[src/rtl/tpi_pkg.sv]
// Shared types and constants for the TPI register-bus sequencer.
package tpi_pkg;

    localparam int CNT_W = 4;

    typedef logic [CNT_W-1:0] cnt_t;

    typedef enum logic [1:0] {
        ST_IDLE,
        ST_SETUP,
        ST_STROBE,
        ST_HOLD
    } tpi_state_e;

    localparam logic [2:0] RS_PRA  = 3'd0;
    localparam logic [2:0] RS_PRB  = 3'd1;
    localparam logic [2:0] RS_PRC  = 3'd2;
    localparam logic [2:0] RS_DDRA = 3'd3;
    localparam logic [2:0] RS_DDRB = 3'd4;
    localparam logic [2:0] RS_DDRC = 3'd5;

    // Counter reload value for a phase lasting n cycles.
    function automatic cnt_t cyc_load(input int unsigned n);
        return cnt_t'(n - 1);
    endfunction

endpackage

[src/rtl/tpi_rr_arbiter.sv]
// Two-way round-robin arbiter; a tie goes to the requester not served last.
module tpi_rr_arbiter (
    input  logic i_clk,
    input  logic i_reset_n,
    input  logic i_req0,
    input  logic i_req1,
    input  logic i_upd,
    input  logic i_upd_idx,
    output logic o_gnt_idx,
    output logic o_gnt_vld
);

    logic r_last;

    always_ff @(posedge i_clk or negedge i_reset_n) begin
        if (!i_reset_n) begin
            r_last <= 1'b1;
        end else if (i_upd) begin
            r_last <= i_upd_idx;
        end
    end

    always_comb begin
        o_gnt_vld = i_req0 | i_req1;
        o_gnt_idx = 1'b0;
        if (i_req0 && i_req1) begin
            o_gnt_idx = ~r_last;
        end else if (i_req1) begin
            o_gnt_idx = 1'b1;
        end
    end

endmodule

[src/rtl/tpi_bus_sequencer.sv]
// Two-requester bus master running timed setup/strobe/hold TPI register accesses.
module tpi_bus_sequencer
    import tpi_pkg::*;
#(
    parameter int unsigned SETUP_CYC  = 2,
    parameter int unsigned STROBE_CYC = 4,
    parameter int unsigned HOLD_CYC   = 2
) (
    input  logic       clk,
    input  logic       _reset,
    input  logic       req0,
    input  logic       req1,
    input  logic       req0_we,
    input  logic       req1_we,
    input  logic [2:0] req0_rs,
    input  logic [2:0] req1_rs,
    input  logic [7:0] req0_wdata,
    input  logic [7:0] req1_wdata,
    output logic       ack0,
    output logic       ack1,
    output logic [7:0] rdata,
    output logic       busy,
    output logic [2:0] rs,
    output logic       _write,
    output logic       _cs,
    output logic [7:0] data_o,
    output logic       data_oe,
    input  logic [7:0] data_i
);

    localparam cnt_t LD_SETUP  = cyc_load(SETUP_CYC);
    localparam cnt_t LD_STROBE = cyc_load(STROBE_CYC);
    localparam cnt_t LD_HOLD   = cyc_load(HOLD_CYC);

    tpi_state_e r_state;
    tpi_state_e w_state_nxt;
    cnt_t       r_cnt;
    cnt_t       w_cnt_nxt;

    logic       r_gnt;
    logic       r_we;
    logic [2:0] r_rs;
    logic [7:0] r_wdata;

    logic       w_gnt_nxt;
    logic       w_we_nxt;
    logic [2:0] w_rs_nxt;
    logic [7:0] w_wd_nxt;

    logic       r_cs;
    logic       r_write;
    logic [2:0] r_rs_o;
    logic [7:0] r_data_o;
    logic       r_data_oe;
    logic       r_ack0;
    logic       r_ack1;
    logic [7:0] r_rdata;

    logic w_gnt_idx;
    logic w_gnt_vld;
    logic w_done;
    logic w_take;
    logic w_upd;

    assign w_done = (r_cnt == '0);
    assign w_take = (r_state == ST_IDLE) && w_gnt_vld;
    assign w_upd  = (r_state == ST_HOLD) && w_done;

    tpi_rr_arbiter u_arb (
        .i_clk     (clk),
        .i_reset_n (_reset),
        .i_req0    (req0),
        .i_req1    (req1),
        .i_upd     (w_upd),
        .i_upd_idx (r_gnt),
        .o_gnt_idx (w_gnt_idx),
        .o_gnt_vld (w_gnt_vld)
    );

    always_ff @(posedge clk or negedge _reset) begin
        if (!_reset) begin
            r_state <= ST_IDLE;
            r_cnt   <= '0;
        end else begin
            r_state <= w_state_nxt;
            r_cnt   <= w_cnt_nxt;
        end
    end

    always_comb begin
        w_state_nxt = r_state;
        w_cnt_nxt   = r_cnt - cnt_t'(1);
        unique case (r_state)
            ST_IDLE: begin
                w_cnt_nxt = r_cnt;
                if (w_gnt_vld) begin
                    w_state_nxt = ST_SETUP;
                    w_cnt_nxt   = LD_SETUP;
                end
            end
            ST_SETUP: begin
                if (w_done) begin
                    w_state_nxt = ST_STROBE;
                    w_cnt_nxt   = LD_STROBE;
                end
            end
            ST_STROBE: begin
                if (w_done) begin
                    w_state_nxt = ST_HOLD;
                    w_cnt_nxt   = LD_HOLD;
                end
            end
            ST_HOLD: begin
                if (w_done) begin
                    w_state_nxt = ST_IDLE;
                    w_cnt_nxt   = '0;
                end
            end
            default: begin
                w_state_nxt = ST_IDLE;
                w_cnt_nxt   = '0;
            end
        endcase
    end

    // Fields of the access being set up next cycle; taken straight from
    // the winning requester on grant so the pins change with SETUP entry.
    always_comb begin
        w_gnt_nxt = r_gnt;
        w_we_nxt  = r_we;
        w_rs_nxt  = r_rs;
        w_wd_nxt  = r_wdata;
        if (w_take) begin
            w_gnt_nxt = w_gnt_idx;
            w_we_nxt  = w_gnt_idx ? req1_we    : req0_we;
            w_rs_nxt  = w_gnt_idx ? req1_rs    : req0_rs;
            w_wd_nxt  = w_gnt_idx ? req1_wdata : req0_wdata;
        end
    end

    always_ff @(posedge clk or negedge _reset) begin
        if (!_reset) begin
            r_gnt   <= 1'b0;
            r_we    <= 1'b0;
            r_rs    <= '0;
            r_wdata <= '0;
        end else if (w_take) begin
            r_gnt   <= w_gnt_nxt;
            r_we    <= w_we_nxt;
            r_rs    <= w_rs_nxt;
            r_wdata <= w_wd_nxt;
        end
    end

    always_ff @(posedge clk or negedge _reset) begin
        if (!_reset) begin
            r_cs      <= 1'b1;
            r_write   <= 1'b1;
            r_rs_o    <= '0;
            r_data_o  <= '0;
            r_data_oe <= 1'b0;
            r_ack0    <= 1'b0;
            r_ack1    <= 1'b0;
            r_rdata   <= '0;
        end else begin
            r_ack0 <= 1'b0;
            r_ack1 <= 1'b0;
            if (w_state_nxt == ST_IDLE) begin
                r_cs      <= 1'b1;
                r_write   <= 1'b1;
                r_data_oe <= 1'b0;
            end else begin
                r_cs      <= (w_state_nxt != ST_STROBE);
                r_write   <= ~w_we_nxt;
                r_rs_o    <= w_rs_nxt;
                r_data_oe <= w_we_nxt;
                if (w_we_nxt) begin
                    r_data_o <= w_wd_nxt;
                end
            end
            // Pulse lands on the final HOLD cycle.
            if (w_state_nxt == ST_HOLD && w_cnt_nxt == '0) begin
                r_ack0 <= ~w_gnt_nxt;
                r_ack1 <= w_gnt_nxt;
            end
            if (r_state == ST_STROBE && w_done && !r_we) begin
                r_rdata <= data_i;
            end
        end
    end

    assign _cs     = r_cs;
    assign _write  = r_write;
    assign rs      = r_rs_o;
    assign data_o  = r_data_o;
    assign data_oe = r_data_oe;
    assign ack0    = r_ack0;
    assign ack1    = r_ack1;
    assign rdata   = r_rdata;
    assign busy    = (r_state != ST_IDLE);

endmodule

[config.mk]
export PLATFORM = sky130hd
export DESIGN_NAME = tpi_bus_sequencer
export DESIGN_NICKNAME = d
export VERILOG_FILES = /design/src/rtl/tpi_pkg.sv /design/src/rtl/tpi_rr_arbiter.sv /design/src/rtl/tpi_bus_sequencer.sv
export SDC_FILE = /design/constraint.sdc
export NUM_CORES = 1
export LEC_CHECK = 0
export BUFFER_PORTS_ARGS = -buffer_cell sky130_fd_sc_hd__buf_2
export CAP_MARGIN = 20
export CORE_MARGIN = 2
export CORE_UTILIZATION = 35
export CTS_BUF_LIST = sky130_fd_sc_hd__clkbuf_4
export DETAILED_ROUTE_END_ITERATION = 7
export PLACE_DENSITY_LB_ADDON = 0.12
export REMOVE_ABC_BUFFERS = 1
export SYNTH_ARGS = -nofsm -noshare
export SYNTH_HDL_FRONTEND = slang
export SYNTH_SLANG_ARGS = --single-unit
[constraint.sdc]
create_clock -name clk -period 5.12 [get_ports clk]
set_clock_uncertainty 0.05 [all_clocks]
set_input_delay 0.512 -clock clk [delete_from_list [all_inputs] [get_ports clk]]
set_output_delay 0.512 -clock clk [all_outputs]
set_load 0.02 [all_outputs]
=== After elaboration in Yosys (flattened, before gate mapping) ===
Index checks and enable logic that the tools add are counted.

* Flip-flop bits (word level): 44

* $add $sub $neg: 1
* Equality and inequality tests: 5
* Multiplexer cells: 24
* Bitwise operators: 5
* Reductions and logical operators: 13

{| class="wikitable"
|+ Operator list
! kind !! count
|-
| $mux W4 || 4
|-
| $mux W8 || 2
|-
| $pmux W4 S4 || 1
|-
| $mux W1 || 10
|-
| $logic_not A4 Y1 || 2
|-
| $mux W2 || 4
|-
| $pmux W2 S4 || 1
|-
| $eq A2 B2 Y1 const B || 3
|-
| $logic_and A1 B1 Y1 || 6
|-
| $mux W3 || 2
|-
| $logic_not A2 Y1 || 2
|-
| $not A1 Y1 || 4
|-
| $sub A4 B1 Y4 const B || 1
|-
| $eq A2 B1 Y1 const B || 1
|-
| $ne A2 B2 Y1 const B || 1
|-
| $reduce_and A2 Y1 || 1
|-
| $reduce_bool A2 Y1 || 1
|-
| $logic_not A1 Y1 || 1
|-
| $or A1 B1 Y1 || 1
|}

=== Longest topological paths before layout ===
Gate-level depths: netlist of run 1.

* Depth in word-level cells: 6
* Gate-level depth with buffers: 7
* Gate-level depth less buffers: 7

=== By module ===
A second synthesis of run 1 with hierarchy kept.

* Cell total of the unflattened synthesis: 152
* Area total of the unflattened synthesis: 1948.1 um2

{| class="wikitable"
|+ By module, submodules not included
! module !! times used !! cells each !! area each (um2) !! seq. area each (um2)
|-
| tpi_bus_sequencer || 1 || 148 || 1893.1 || 1078.5
|-
| tpi_rr_arbiter || 1 || 4 || 55.1 || 26.3
|}

=== Worst setup path before layout of run 1 ===
No wires, ideal clock.

* Path kind: register to register
* Start: register r_cnt[0]
* End: register r_data_o[0], in the netlist data_o[0]
* Setup time: 125 ps
* Arrival: 1739 ps
* Data required time: 4945 ps
* Setup slack: 3206 ps
* Stages on the path, launching flop included: 8
* Cell sequence: dfrtp_1 inv_1 ha_1 or3b_4 nor2_4 nor2_4 nand2_8 mux2_4

* Longest elaborated chain between the ends: 6
* Elaborated cells on any way between the ends: 8
* Those cells by class: 4 x mux; 1 x bitwise; 3 x reduce/logical

{| class="wikitable"
|+ RTL lines
! item !! line !! text
|-
| from (decl) || tpi_bus_sequencer.sv:37 || <nowiki>cnt_t r_cnt;</nowiki>
|-
| from (signal assigned) || tpi_bus_sequencer.sv:86 || <nowiki>r_cnt <= w_cnt_nxt;</nowiki>
|-
| $logic_not A4 Y1 (*) || tpi_bus_sequencer.sv:65 || <nowiki>assign w_done = (r_cnt == '0);</nowiki>
|-
| $mux W2, on equally long branches || tpi_bus_sequencer.sv:114, tpi_bus_sequencer.sv:102, tpi_bus_sequencer.sv:108 ||
|-
| $pmux W2 S4 (*) || tpi_bus_sequencer.sv:93 || <nowiki>unique case (r_state)</nowiki>
|-
| $logic_not A2 Y1 (*) || tpi_bus_sequencer.sv:168 || <nowiki>if (w_state_nxt == ST_IDLE) begin</nowiki>
|-
| $not A1 Y1 (no line) (*) || n/a ||
|-
| $reduce_and A2 Y1 (no line) (*) || n/a ||
|-
| to (signal assigned) || tpi_bus_sequencer.sv:178 || <nowiki>r_data_o <= w_wd_nxt;</nowiki>
|-
| to (decl) || tpi_bus_sequencer.sv:53 || <nowiki>logic [7:0] r_data_o;</nowiki>
|}

Mark *: on every way between the ends. The rest lies on a longest branch, timed or not.
A chain may end at the register's enable or synchronous reset.

=== Worst setup path in the final report of run 1 ===
Same ends and word-level chain as after synthesis.

==> summary.txt, run 1 <==
Final layout
  – Synth-to-layout area growth: 24.2%
  – Antenna diode count: 0
  – Fin cells: 284
  – Utilization after layout: 44.2%
  – Nets@finish: 249
  – Share of cells above drive strength 1: 46.2%

Setup path
  – Critical Path AT: 2280 ps
  – Required @ worst endpoint: 5310 ps
  – CP delay by family, top: simple AND/OR/NAND/NOR gates
  – Flop-to-flop setup slack: 3030 ps
  – CP max FO: 10
  – R2R Path End: data_o[0]$_DFFE_PN0P_
  – Crit-path max cell delay: 440 ps
  – Slowest CP cell: or3b_4
  – Sum of buffers and inverters on the critical path: 1
  – CP Class: flop to flop
  – CP most frequent cell: nor2_4
  – Critical path launch point type: flop
  – Ordered list of cells on the worst path: inv_1 -> ha_1 -> or3b_4 -> nor2_4 -> nor2_4 -> nand2_8 -> mux2_4
  – R2R Path Start: r_cnt[0]$_DFF_PN0_
  – CP endpoint kind: flop
  – FF-to-FF path depth: 7

Place
  – Placed insts: 277
  – Detailed placement HPWL: 2780 µm
  – Number of input and output port buffers inserted: 60
  – Routability Congestion: 0.772
  – Post-place setup slack: 2890 ps

Synth
  – Library cells used by synthesis: 35
  – YS warnings: 0
  – Post-synthesis sequential area ratio: 57.0%
  – Post-Syn Area: 0.00194 mm²
  – Synth top area cells: dfrtp_1 53%, mux2i_1 6.2%, mux2_4 6.2%, mux2_2 5.2%, dfstp_2 4.1%
  – Avg Cell Area, Syn: 13.1 µm²
  – Cell accounting for the most synthesized area: dfrtp_1
  – Yosys top cell area share: 53.0%
  – Synth Instances: 148
  – Yosys reg bits: 44

Drt
  – Drt pass-1 iters: 4
  – Starting DRC count in detailed routing: 41
  – Post-route ant nets: 0
  – Post-route DRC: 0
  – Average vias per placed instance: 4.66
  – Drt wl/cell: 13.4 µm
  – WL final: 3810 µm
  – Vias: 1323

Die
  – Initial Utilization: 35.6%
  – Top Ports: 61
  – Die area: 0.00614 mm²
  – Row cnt: 27
  – Die Span X: 78.4 µm
  – CORE AREA: 0.00544 mm²
  – Die Ht: 78.4 µm

Timing
  – Least-Margin Pin Slew: 945 ps
  – RSZ-0062 raised after global routing: false
  – Post-layout min period: 2090 ps
  – Setup tns final: 0 ps
  – Fmax: 0.479 GHz
  – Max_slew headroom: 37.0%
  – Final Max Slew Viols: 0
  – Setup ws final: 3030 ps
  – Setup violations, final: 0
  – Endpoints failing hold: 0
  – Fin crit share: 40.8%

Global route
  – GR Util All Layers: 13.7%
  – Largest net degree at the start of global routing: 45
  – Initial antenna violation count: 0
  – Vias in the first global route: 1384
  – First-pass GRT wire length: 6560 µm
  – Gr ovfl total: 0

Power and ir drop
  – Peak supply drop: 259 µV
  – PwrDens: 665 mW/mm²
  – Leak Pwr: 1.13 nW

Clock network
  – H-Tree Depth: 2
  – CTS tree: built
  – Clock buffer count from CTS: 5
  – Clock tree buffer depth: 2
  – Num Clock Sinks: 44
  – # resized after CTS: 0
  – Hold buffer count at CTS: 0
  – Worst-path clk slew: 130 ps
  – Postcts setup bufs: 0
  – Clk Latency, worst-skew pair: 360 ps
  – Clock Tree Root: clkbuf_4

Hold path
  – Hold Path Class: input pin to async pin

Outcome
  – Status: finished, final reports clean

Run
  – Max-Cap Viols: 0
metrics by stage:
step | area [µm²] | power (mW) | hold WS (ps)
after floorplan | 1920 | 1.15 | 166
after global placement | 2310 | 1.34 | 413
after detailed placement | 2310 | 1.36 | 428
after CTS | 2400 | 1.62 | 263
after global routing | 2400 | 1.72 | 290
final | 2400 | 1.60 | 235
kinds of logic (layout without fill, tap and decap cells):
| group | Yosys count | count (layout) | synth area share (%) |
|---|---|---|---|
| buf+inv | 8 | 72 | 2.13 |
| fa+ha+maj | 1 | 1 | 0.646 |
| xor+xnor | 2 | 2 | 0.905 |
| flops | 44 | 44 | 57.0 |
| simple gates | 39 | 39 | 12.6 |
| mux | 32 | 32 | 19.4 |
| compound gates | 22 | 22 | 7.30 |
worst max path at each step:
stage / startpoint / endpoint / slack [ps] / cells after the start
finish: r_cnt[0]$_DFF_PN0_ / data_o[0]$_DFFE_PN0P_ / 3030 / 7
global route: r_state[0]$_DFF_PN0_ / ack0$_DFF_PN0_ / 2950 / 6
CTS: r_cnt[0]$_DFF_PN0_ / data_o[4]$_DFFE_PN0P_ / 3040 / 7
detailed placement: req1 / data_o[0]$_DFFE_PN0P_ / 2890 / 6
global placement: req1 / data_o[3]$_DFFE_PN0P_ / 2950 / 6
floorplan: r_cnt[0]$_DFF_PN0_ / data_o[0]$_DFFE_PN0P_ / 3210 / 7
cell type report:
class	count	area [µm²]
Clock buffer	5	37.5
Clock inverter	2	60.1
Fill cell	539	3030
Inverter	5	21.3
Multi-Input combinational cell	96	791
Sequential cell	44	1100
Tap cell	72	90.1
Timing Repair Buffer	60	300
state kept, by name (all words and copies together) (netlist names):
register	flops
_write	1
rdata	8
r_gnt	1
ack0	1
r_rs	3
_cs	1
r_we	1
r_wdata	8
r_cnt	4
ack1	1
data_oe	1
rs	3
u_arb.r_last	1
data_o	8
r_state	2
worst register-to-register path, stage by stage, from the launching register on:
cell and delay [ps]:
dfrtp_1 430, inv_1 90, ha_1 250, or3b_4 440
nor2_4 180, nor2_4 90, nand2_8 140, mux2_4 310
power breakdown:
group	internal [mW]	switching, mW	leakage [nW]	total (mW)
registers	0.522	0.0987	0.504	0.620
logic	0.320	0.399	0.579	0.719
clock network	0.149	0.109	0.0513	0.259
total	0.991	0.607	1.13	1.60
Yosys cell counts (all sizes together):
| cell | n |
|---|---|
| or3 | 1 |
| nand2 | 8 |
| nor3 | 4 |
| xor2 | 1 |
| xnor2 | 1 |
| mux2i | 12 |
| mux2 | 20 |
| a22oi | 1 |
| dfstp | 3 |
| buf | 3 |
| a21oi | 11 |
| o221ai | 1 |
| nor4 | 2 |
| or3b | 1 |
| nor3b | 1 |
| a21boi | 1 |
| nand2b | 2 |
| a311oi | 1 |
| ha | 1 |
| o21ai | 6 |
| dfrtp | 41 |
| nand3 | 1 |
| a22o | 1 |
| inv | 5 |
| nand4b | 1 |
| nor2 | 18 |
cell usage in the layout, fill, tap and decap left out, drive strengths merged:
cell,instances
dfstp,3
clkbuf,5
a21oi,11
nor3b,1
or3b,1
nand2,8
bufinv,2
nand3,1
xnor2,1
nor2,18
mux2,20
o21ai,6
a22o,1
o221ai,1
nor4,2
nand4b,1
inv,5
xor2,1
nor3,4
buf,60
or3,1
a311oi,1
nand2b,2
a21boi,1
ha,1
dfrtp,41
mux2i,12
a22oi,1
metal layers:
layer  GRT usage (%)  share of wire (%)
met3            4.60                6.0
met4            4.56                1.3
met5               0                  0
met1            17.0                 44
met2            22.5                 48
(Power assumes the default switching activity.)
==> inputs of run 2 (changes only) <==
--- a/config.mk
+++ b/config.mk
@@ -5,6 +5,7 @@
 export SDC_FILE = /design/constraint.sdc
 export NUM_CORES = 1
 export LEC_CHECK = 0
+export ABC_AREA = 1
 export BUFFER_PORTS_ARGS = -buffer_cell sky130_fd_sc_hd__buf_2
 export CAP_MARGIN = 20
 export CORE_MARGIN = 2
==> constraint.sdc (replaced) <==
create_clock -name clk -period 2.06 [get_ports clk]
set_clock_uncertainty 0.05 [all_clocks]
set_input_delay 0.206 -clock clk [delete_from_list [all_inputs] [get_ports clk]]
set_output_delay 0.206 -clock clk [all_outputs]
set_load 0.02 [all_outputs]
==> run 2 against run 1 <==
Effect of this change: maximum frequency grew 23%; via count grew 21%; sequential power up 140%; final cell count grew 29%; combinational power up 140%; utilization increased by 0.57 points; sequential share of layout area down 1.1 points; highest routed layer unchanged; total power rose by 120%.
==> summary.txt, run 2 <==
Outcome
  – Status: finished, final reports clean

Global route
  – Initial antenna violation count: 0 (unchanged)
  – GR Util All Layers: 13.6% (-0.16 points)
  – Vias in the first global route: 1387 (+0.22%)
  – Gr ovfl total: 0 (unchanged)
  – First-pass GRT wire length: 6590 µm (+0.43%)
  – Largest net degree at the start of global routing: 45 (unchanged)

Synth
  – Ys async rst share: 100% (unchanged)
  – Library cells used by synthesis: 23 (-34%)
  – Top_reg_cell synth: dfrtp_1
  – Xor-xnor portion of the synthesized cell area: 0% (-0.90 points)
  – Post-Syn Area: 0.00199 mm² (+3.0%)
  – Synth Instances: 225 (+52%)
  – Adder-cell share of the synthesized area: 0.627% (-0.019 points)
  – Post-synthesis simple-gate area fraction: 24.6% (+12 points)
  – Synth top area cells: dfrtp_1 51%, nand2_1 14%, inv_1 5.6%, mux2_2 4.5%, nand3_1 4.0%
  – Yosys reg bits: 44 (unchanged)
  – Multiplexer area fraction after synthesis: 4.52% (-15 points)
  – Yosys top cell area share: 51.4% (-1.5 points)
  – Largest family of logic cells by synthesized area: simple AND/OR/NAND/NOR gates
  – Synth cell count leaders: 76 x nand2_1, 41 x dfrtp_1, 30 x inv_1, 16 x nand3_1, 12 x nor2_1
  – YS warnings: 0 (unchanged)
  – Post-synth EDFFs: 0 (unchanged)
  – Post-synthesis sequential area ratio: 55.4% (-1.6 points)
  – Avg Cell Area, Syn: 8.86 µm² (-32%)
  – Most instantiated library cell after synthesis: nand2_1
  – Compound-Gate Fraction of Synth Area: 7.09% (-0.21 points)
  – Cell accounting for the most synthesized area: dfrtp_1

Clock network
  – H-Tree Depth: 2 (unchanged)
  – Clock Tree Root: clkbuf_4
  – Clock buffer count from CTS: 5 (unchanged)
  – Worst-path clk slew: 130 ps (about the same)
  – Num Clock Sinks: 44 (unchanged)
  – Clk Latency, worst-skew pair: 350 ps (about the same)
  – Clock tree buffer depth: 2 (unchanged)
  – CTS tree: built
  – # resized after CTS: 0 (unchanged)

Drt
  – Post-route ant nets: 0 (unchanged)
  – Drt pass-1 iters: 4 (unchanged)
  – Average vias per placed instance: 4.35 (-6.6%)
  – Starting DRC count in detailed routing: 66 (+61%)
  – Vias: 1597 (+21%)
  – Drt wl/cell: 10.9 µm (-19%)
  – Post-route DRC: 0 (unchanged)
  – WL final: 4000 µm (+5.0%)

Die
  – Row cnt: 27 (unchanged)
  – Die area: 0.00632 mm² (+2.8%)
  – Top Ports: 61 (unchanged)
  – CORE AREA: 0.00551 mm² (+1.2%)
  – Die Span X: 79.5 µm (+1.4%)
  – Initial Utilization: 36.2% (+0.61 points)
  – Die Ht: 79.5 µm (+1.4%)

Timing
  – Endpoints failing hold: 0 (unchanged)
  – Post-layout min period: 1700 ps (-388 ps)
  – Least-Margin Pin Slew: 541 ps (-404 ps)
  – Setup tns final: 0 ps (unchanged)
  – Fmax: 0.588 GHz (+23%)
  – Fin crit share: 82.5% (+42 points)
  – Setup violations, final: 0 (unchanged)
  – RSZ-0062 raised after global routing: false
  – Max_slew headroom: 63.9% (+27 points)
  – Final Max Slew Viols: 0 (unchanged)

Setup path
  – Crit-path max cell delay: 400 ps (-40 ps)
  – Critical Path AT: 1900 ps (-380 ps)
  – CP Class: flop to flop
  – Ordered list of cells on the worst path: inv_1 -> ha_1 -> nand2_1 -> nor2_2 -> nand3_2 -> mux2_2
  – CP max FO: 8 (-2)
  – Slowest CP cell: dfrtp_1
  – Required @ worst endpoint: 2260 ps (-3050 ps)
  – Critical path launch point type: flop
  – CP endpoint kind: flop

Power and ir drop
  – Leak Pwr: 1.38 nW (+22%)
  – Peak supply drop: 489 µV (+89%)
  – PwrDens: 1450 mW/mm² (+120%)

Final layout
  – Share of cells above drive strength 1: 31.2% (-15 points)
  – Antenna diode count: 0 (unchanged)
  – Most common cell after layout, fill and taps aside: nand2_1
  – Fin cells: 367 (+29%)
  – Post-route cell area: 0.00247 mm² (+2.5%)
  – Synth-to-layout area growth: 23.7%
  – Most frequent cells in the layout: 76 x nand2_1, 60 x buf_2, 41 x dfrtp_1, 30 x inv_1, 16 x nand3_1
  – Nets@finish: 331 (+33%)

Place
  – Placed insts: 355 (+28%)
  – Placed inst area: 0.00237 mm² (+2.7%)
  – Detailed placement HPWL: 2870 µm (+3.3%)
  – Number of input and output port buffers inserted: 60 (unchanged)
  – Routability Congestion: 0.776 (+0.51%)

Hold path
  – Hold Path Class: input pin to flop

Run
  – Max-Cap Viols: 0 (unchanged)
==> run 2: changes by cell type after synthesis, moves of 12 or more <==
cell     before  now
inv_1         4   30
mux2i_1      12    0
nand2_1       7   76
nand3_1       1   16
==> run 2: repair_timing <==
| item | in CTS | in global routing |
|---|---|---|
| hold buffers | 2 | 2 |
| setup buffers | 0 | 0 |
| hold endpoints to repair | 42 | 2 |
| endpoints found under the setup margin | 0 | 0 |
==> run 2: worst max-delay path: cells and delay by family, from the launching register on <==
family	cells	cell delay, ps
adder cells (fa/ha/maj)	1	240
buffers and inverters	1	110
AND/OR/NAND/NOR	3	470
multiplexers	1	330
flip-flops	1	400
==> run 2: cell families (layout without fill, tap and decap cells) <==
family                   count (synthesis)  in the layout
multiplexers                             8              8
AND/OR/NAND/NOR                        113            113
buffers and inverters                   37            107
AO/OA/AOI/OAI                           22             22
adder cells (fa/ha/maj)                  1              1
flip-flops                              44             44
==> run 2: cell type report <==
| type | instances | area, µm² |
|---|---|---|
| Sequential cell | 44 | 1100 |
| Tap cell | 72 | 90.1 |
| Inverter | 33 | 124 |
| Timing Repair Buffer | 66 | 355 |
| Fill cell | 553 | 3040 |
| Clock inverter | 2 | 12.5 |
| Multi-Input combinational cell | 144 | 734 |
| Clock buffer | 6 | 45.0 |
==> run 2: path summary, 6_finish.rpt <==
kind,start,endpoint,slack (ps),depth (start not counted)
max in group asynchronous,_reset,u_arb.r_last$_DFFE_PN1P_,1180,3
hold / removal,data_i[3],rdata[3]$_DFFE_PN0P_,30,2
hold reg to reg,data_o[1]$_DFFE_PN0P_,data_o[1]$_DFFE_PN0P_,430,2
setup / recovery,r_cnt[0]$_DFF_PN0_,rdata[4]$_DFFE_PN0P_,360,6
setup reg to reg,r_cnt[0]$_DFF_PN0_,rdata[4]$_DFFE_PN0P_,360,6
min in group asynchronous,_reset,r_rs[1]$_DFFE_PN0P_,400,3
==> run 2: metal layers <==
| layer | up-vias | GRT usage (%) | share of wire (%) |
|---|---|---|---|
| li1 | 840 | - | - |
| met1 | 712 | 18.5 | 48 |
| met2 | 43 | 20.8 | 45 |
| met3 | 2 | 3.73 | 6.0 |
| met4 | 0 | 4.66 | 0.53 |
| met5 | - | 0 | 0 |
==> run 2: where the power goes <==
group	internal, mW	switching, mW	total, mW
Sequential	1.28	0.186	1.47
Clock	0.145	0.281	0.426
Combinational	0.584	1.10	1.69
==> run 2: per-stage QoR <==
step	worst slack, ps	hold WS (ps)	util, %	total power [mW]
3_3_place_gp	375	276	43.0	3.20
4_1_cts	343	4.61	44.4	3.64
3_5_place_dp	361	275	43.0	3.20
5_1_grt	158	3.42	44.8	3.94
2_1_floorplan	390	-140	-	2.68
6_report	360	29.6	44.8	3.58
